[config.mk]
export PLATFORM = sky130hd
export DESIGN_NAME = score_display_mux
export DESIGN_NICKNAME = d
export VERILOG_FILES = /design/src/rtl/score_display_mux.sv
export SDC_FILE = /design/constraint.sdc
export NUM_CORES = 1
export LEC_CHECK = 0
export CAP_MARGIN = 0
export CORE_MARGIN = 3
export CORE_UTILIZATION = 36
export CTS_BUF_LIST = sky130_fd_sc_hd__clkbuf_4
export DETAILED_ROUTE_END_ITERATION = 12
export GPL_TIMING_DRIVEN = 0
export PLACE_DENSITY = 0.57
export SLEW_MARGIN = 10
export SYNTH_ARGS = -nofsm -noshare
export SYNTH_HDL_FRONTEND = slang
export SYNTH_SLANG_ARGS = --single-unit
[constraint.sdc]
create_clock -name clk -period 4.3 [get_ports clk]
set_clock_uncertainty 0.1 [all_clocks]
set_input_delay 0.86 -clock clk [delete_from_list [all_inputs] [get_ports clk]]
set_output_delay 0.86 -clock clk [all_outputs]
set_load 0.01 [all_outputs]
[src/rtl/score_display_mux.sv]
// Four-digit multiplexed seven-segment driver for the two-player scoreboard.
// It snapshots the scores once per frame and supports leading-zero blanking, a dash for invalid BCD, and a whole-display blink.
module score_display_mux #(
  parameter int REFRESH_DIV  = 100000,
  parameter int BLINK_FRAMES = 62
) (
  input  logic       clk,
  input  logic       reset,
  input  logic [3:0] leftscoreLeft,
  input  logic [3:0] leftscoreRight,
  input  logic [3:0] rightscoreLeft,
  input  logic [3:0] rightscoreRight,
  input  logic       blank_lz,
  input  logic       blink,
  output logic [3:0] an,
  output logic [6:0] seg,
  output logic       dp
);

  // state  | meaning
  // PH_ON  | display visible (blink on half-period, or blink idle)
  // PH_OFF | blink off half-period, all anodes disabled
  typedef enum logic {
    PH_ON  = 1'b0,
    PH_OFF = 1'b1
  } phase_t;

  localparam int CNT_W = (REFRESH_DIV > 2) ? $clog2(REFRESH_DIV) : 1;
  localparam int FC_W  = (BLINK_FRAMES > 2) ? $clog2(BLINK_FRAMES) : 1;
  localparam logic [CNT_W-1:0] CNT_LAST = CNT_W'(REFRESH_DIV - 1);
  localparam logic [FC_W-1:0]  FC_LAST  = FC_W'(BLINK_FRAMES - 1);

  logic [CNT_W-1:0] cnt_q, cnt_d;
  logic [1:0]       idx_q, idx_d;
  logic [3:0][3:0]  sh_q, sh_d;
  logic [FC_W-1:0]  fc_q, fc_d;
  phase_t           phase_q, phase_d;
  logic [3:0]       an_q, an_d;
  logic [6:0]       seg_q, seg_d;
  logic             dp_q, dp_d;

  logic       slot_wrap;
  logic       frame_wrap;
  logic       load;
  logic       fc_last;
  logic [3:0] digit;

  always_ff @(posedge clk) begin
    if (reset) begin
      cnt_q   <= '0;
      idx_q   <= 2'd0;
      sh_q    <= '0;
      fc_q    <= '0;
      phase_q <= PH_ON;
      an_q    <= 4'b1111;
      seg_q   <= 7'b1111111;
      dp_q    <= 1'b1;
    end else begin
      cnt_q   <= cnt_d;
      idx_q   <= idx_d;
      sh_q    <= sh_d;
      fc_q    <= fc_d;
      phase_q <= phase_d;
      an_q    <= an_d;
      seg_q   <= seg_d;
      dp_q    <= dp_d;
    end
  end

  // Scan counters, frame snapshot and blink frame counter.
  always_comb begin
    slot_wrap  = (cnt_q == CNT_LAST);
    frame_wrap = slot_wrap && (idx_q == 2'd3);
    load       = (idx_q == 2'd0) && (cnt_q == '0);
    fc_last    = (fc_q == FC_LAST);

    cnt_d = slot_wrap ? '0 : cnt_q + CNT_W'(1);
    idx_d = slot_wrap ? idx_q + 2'd1 : idx_q;

    sh_d = sh_q;
    if (load) begin
      sh_d = {leftscoreLeft, leftscoreRight, rightscoreLeft, rightscoreRight};
    end

    fc_d = fc_q;
    if (!blink) begin
      fc_d = '0;
    end else if (frame_wrap) begin
      fc_d = fc_last ? '0 : fc_q + FC_W'(1);
    end
  end

  always_comb begin
    phase_d = phase_q;
    if (!blink) begin
      phase_d = PH_ON;
    end else if (frame_wrap && fc_last) begin
      phase_d = (phase_q == PH_ON) ? PH_OFF : PH_ON;
    end
  end

  // The load cycle bypasses the shadow so the frame's first slot already shows the new value.
  always_comb begin
    digit = load ? rightscoreRight : sh_q[idx_q];

    case (digit)
      4'd0:    seg_d = 7'b1000000;
      4'd1:    seg_d = 7'b1111001;
      4'd2:    seg_d = 7'b0100100;
      4'd3:    seg_d = 7'b0110000;
      4'd4:    seg_d = 7'b0011001;
      4'd5:    seg_d = 7'b0010010;
      4'd6:    seg_d = 7'b0000010;
      4'd7:    seg_d = 7'b1111000;
      4'd8:    seg_d = 7'b0000000;
      4'd9:    seg_d = 7'b0010000;
      default: seg_d = 7'b0111111;
    endcase

    an_d = ~(4'b0001 << idx_q);
    if (blank_lz && idx_q[0] && (digit == 4'd0)) begin
      an_d = 4'b1111;
    end
    if (blink && (phase_q == PH_OFF)) begin
      an_d = 4'b1111;
    end

    dp_d = (idx_q != 2'd2);
  end

  assign an  = an_q;
  assign seg = seg_q;
  assign dp  = dp_q;

endmodule

Word level (Yosys, flattened, before mapping)
Memories as Yosys holds them, arrays and structs flattened. A register that Yosys moved wholly into a read port is not among the register bits.
Cells that the tools add are included.
{"block": "totals", "inputBits": 20, "n_memories": 1, "ramBits": 0, "elab_cells": 39, "romBits": 112, "latchBits": 0, "register_bits": 47}
{"memory": "(name not given)", "depth": 16, "word_bits": 7, "read_ports": 1, "rd_ports_with_merged_regs": 1, "write_ports": 0, "line": "106", "source": "case (digit)"}
{"block": "classes", "n_shift": 1, "n_lt_le_gt_ge": 1, "n_reduce_logical": 12, "n_mul": 0, "eq_ne": 4, "bitwise": 2, "n_div": 0, "n_mux": 5, "addsub": 3}
{"operator": "$add A17 B1 Y17 const B", "n": 1}
{"operator": "$eq A17 B17 Y1 const B", "n": 1}
{"operator": "$logic_not A17 Y1", "n": 1}
{"operator": "$bmux W4 S2", "n": 1}
{"operator": "$mux W4", "n": 2}
{"operator": "$add A6 B1 Y6 const B", "n": 1}
{"operator": "$eq A6 B6 Y1 const B", "n": 1}
{"operator": "$logic_and A1 B1 Y1", "n": 6}
{"operator": "$mux W6", "n": 1}
{"operator": "$logic_not A4 Y1", "n": 1}
{"operator": "$not A4 Y4", "n": 1}
{"operator": "$reduce_or A2 Y1", "n": 2}
{"operator": "$shl A1 B2 Y4 const A", "n": 1}
{"operator": "$lt A2 B3 Y1 const B", "n": 1}
{"operator": "$reduce_or A3 Y1", "n": 1}
{"operator": "$add A2 B1 Y2 const B", "n": 1}
{"operator": "$eq A2 B2 Y1 const B", "n": 1}
{"operator": "$logic_not A2 Y1", "n": 1}
{"operator": "$ne A2 B2 Y1 const B", "n": 1}
{"operator": "$mux W1", "n": 1}
{"operator": "$not A1 Y1", "n": 1}

Longest topological paths before layout
{"block": "logic_depth", "ltp_word": 6, "depth_mapped": 13}

Worst setup path before layout
Ideal clock, no wire load.
{"block": "synth_timing", "kind": "flip-flop to flip-flop", "from": "reg idx_q[0]", "to": "reg an_q[0], in the netlist an[0]", "path_buffers": 3, "slack_ns": 1.684, "path_stages_with_launch": 14, "required_ns": 4.075, "setup_ns": 0.125, "synth_period_minus_slack_ns": 2.616, "arrival_ns": 2.392, "path_cell_list": "dfxtp_1 clkbuf_1 inv_1 ha_1 nand3_1 or3_1 buf_6 buf_2 nand2_1 and2_1 ha_1 and3_1 a31oi_1 nand2_1"}
{"block": "synth_between", "elab_chain_cells": 6, "elab_cells_between_ends": 11, "cone_classes": "shift (1); mux (3); bitwise (1); reduce/logical (6)"}
{"element": "start: declaration", "line": "34", "source": "logic [1:0] idx_q, idx_d;"}
{"element": "start signal: assignment", "line": "60", "source": "idx_q <= idx_d;"}
{"element": "$bmux W4 S2 or $logic_not A2 Y1 (tied branches)", "line": "104, 74"}
{"element": "$mux W4 (not written as such) or $logic_and A1 B1 Y1 (tied branches)", "line": "104, 74"}
{"element": "$mux W4", "line": "104", "source": "digit = load ? rightscoreRight : sh_q[idx_q];"}
{"element": "$logic_not A4 Y1", "line": "121", "source": "if (blank_lz && idx_q[0] && (digit == 4'd0)) begin"}
{"element": "$logic_and A1 B1 Y1", "line": "121"}
{"element": "$reduce_or A3 Y1 (no line)"}
{"element": "end signal: assignment", "line": "64", "source": "an_q <= an_d;"}
{"element": "end: declaration", "line": "38", "source": "logic [3:0] an_q, an_d;"}
Parallel ways exist; a longest one is shown, timed or not. The select of a mux whose other input is x is not followed.
A chain may end at the register's enable or synchronous reset.

Worst setup path after layout
{"block": "layout_timing", "from": "reg idx_q[0]", "to": "reg an_q[2], in the netlist an[2]"}
Same word-level chain as after synthesis.

==> metrics.txt <==
Area contributors post-synth dfxtp_1 (44%), ha_1 (7.2%), nand2_1 (6.6%); Die ar. 7810 µm²; Post-CTS Repair Setup Buffers 0; pin count of the biggest net entering global routing 18; Die Width 88.4 µm; final wirelength 4.61 mm; WP data required 4470 ps; top cells by instance count after synthesis dfxtp_1 (54), nand2_1 (43), nor2_1 (28); Final #Nets 339; post-synth net total 302; post-synth top area cell dfxtp_1; Power Dens Cells 327 nW/µm²; Yosys warning count 0; Final Setup Violations 0; fraction of registers with async set/reset 0%; Cell Area, Synth 2440 µm²; hold crit path type flip-flop to flip-flop; period utilization 71.0%; initial core utilization 37.8%; sequential area share after synthesis 44.2%; gp weighted congestion 0.812; post-synth top area share 44.2%; Crit. End Element flip-flop; Global Route Usage Sum 12.8%; top-count cell post-synth dfxtp_1; clk root buf clkbuf_4; library cells used by synthesis 38; Clock Latency Late Sink 380 ps; CTS-repair resized insts 0; Pleak 1.14 nW; IO Port Bufs 30; final worst setup slack 1250 ps; max-slew violation count 0; #FFs+latches synth 54; DR vias/cell 4.84; Iter 0 DRT Violations 57; diodes inserted 0; outcome complete, no violations; TNS Setup 0 ps; VDD IR-drop max 0.153 mV; Final ANT Viol Nets 0; Peak Freq 327 MHz; TritonCTS clock tree built; clock slew seen by the registers of the worst setup and hold paths 160 ps; routed len/inst 12.0 µm; Max-slew headroom 36.4%; Final Hold Vio Count 0; vias 1854; Row Count 29; CTS Buf Count 5; Post-synth EDFFs 0; io pins 32; hold_buf cts 0; share of cells above drive strength 1 6.86%; die height 88.4 µm; dominant synthesized flop cell dfxtp_1; Worst setup SP type flip-flop; worst slew pin tran 945 ps; CP Class flip-flop to flip-flop; area of the core 6460 µm²; Final min period 3050 ps; first-pass GRT wire length 7.95 mm; vias in the first global route 1711; cell count after synthesis 268; area delta synth->final 18.6%; GR Overflow Total 0; Clock Tree Buf Depth 2; CP max FO 10; unrepaired setup endpoints after global routing no; DR pass1 iterations 4; H-tree depth 2; maxcap violations 0; pre-CTS setup slack 1230 ps; Avg Cell Area, Syn 9.12 µm²; CTS sink cnt 54; post-detailed-placement half-perimeter wirelength 3.44 mm; antenna violations before repair 0; Worst EP arrival 3230 ps; # DRC 0
## cells in the final DEF, fill, tap and decap left out, drive strengths merged, types with 2 or more instances in the layout
master	count
dfxtp	54
nand2	43
clkdlybuf4s50	30
nor2	28
a21oi	19
xor2	14
ha	14
nand3	13
clkbuf	13
inv	12
and3	8
xnor2	8
mux2i	6
mux4	4
nand4	4
a31oi	4
o21ai	4
nor4	3
nor3	3
or3	3
and2	2
nor3b	2
buf	2
clkinv	2
## worst paths after layout
check	startpoint	to	slack [ps]	depth (start not counted)
worst max-delay path	idx_q[0]$_SDFFE_PP0P_	an[2]$_SDFF_PP1_	1250	13
worst min-delay path	sh_q[15]$_SDFFE_PP0P_	sh_q[15]$_SDFFE_PP0P_	360	2
worst max register to register	idx_q[0]$_SDFFE_PP0P_	an[2]$_SDFF_PP1_	1250	13
worst min register to register	sh_q[15]$_SDFFE_PP0P_	sh_q[15]$_SDFFE_PP0P_	360	2
## metal layers
| layer | GRT usage (%) | part of all wire, % | vias up |
|---|---|---|---|
| li1 | - | - | 976 |
| met1 | 18.3 | 52 | 841 |
| met2 | 19.2 | 43 | 35 |
| met3 | 3.17 | 3.9 | 2 |
| met4 | 3.71 | 0.85 | 0 |
| met5 | 0 | 0 | - |
## kinds of logic (layout without fill, tap and decap cells)
| group | Yosys count | in the layout | synth area share (%) |
|---|---|---|---|
| simple gates | 115 | 115 | 22.3 |
| flops | 54 | 54 | 44.2 |
| compound gates | 30 | 30 | 7.37 |
| xor+xnor | 22 | 22 | 7.89 |
| buf+inv | 22 | 60 | 3.74 |
| fa+ha+maj | 14 | 14 | 7.17 |
| mux | 11 | 11 | 7.27 |
## report_power, final
| group | internal [mW] | switching [mW] | leakage [nW] |
|---|---|---|---|
| Combinational | 0.0874 | 0.0915 | 0.669 |
| Sequential | 0.530 | 0.0118 | 0.441 |
| Clock | 0.0641 | 0.163 | 0.0312 |
## layout make-up
| type | count | area (µm²) |
|---|---|---|
| Inverter | 12 | 45.0 |
| Clock buffer | 5 | 37.5 |
| Fill cell | 658 | 3560 |
| Multi-Input combinational cell | 192 | 1270 |
| Buffer | 10 | 46.3 |
| Clock inverter | 3 | 21.3 |
| Sequential cell | 54 | 1080 |
| Tap cell | 77 | 96.3 |
| Timing Repair Buffer | 30 | 300 |
## flip-flops by register name, indices dropped and copies added (netlist names)
register	count
seg	7
an	4
phase_q	1
fc_q	6
sh_q	16
idx_q	2
cnt_q	17
dp	1
## critical path: stages (launching register included)
cell	delay [ps]
dfxtp_1	390
clkbuf_1	440
inv_1	130
ha_1	260
nand3_1	120
or3_1	130
buf_6	120
buf_2	210
nand2_1	70
and2_1	190
ha_1	230
and3_1	160
a31oi_1	310
nand2_1	90
## metrics by stage
stage	cells	hold WS [ps]	instance area (µm²)	utilization (%)	power, mW
2_1_floorplan	268	329	2440	-	0.665
3_3_place_gp	375	337	2840	44.0	0.732
3_5_place_dp	375	342	2840	44.0	0.733
4_1_cts	383	366	2900	44.9	0.963
5_1_grt	383	388	2900	44.9	1.01
6_report	383	363	2900	44.9	0.948
No activity file was read; power rests on OpenSTA's default activity.
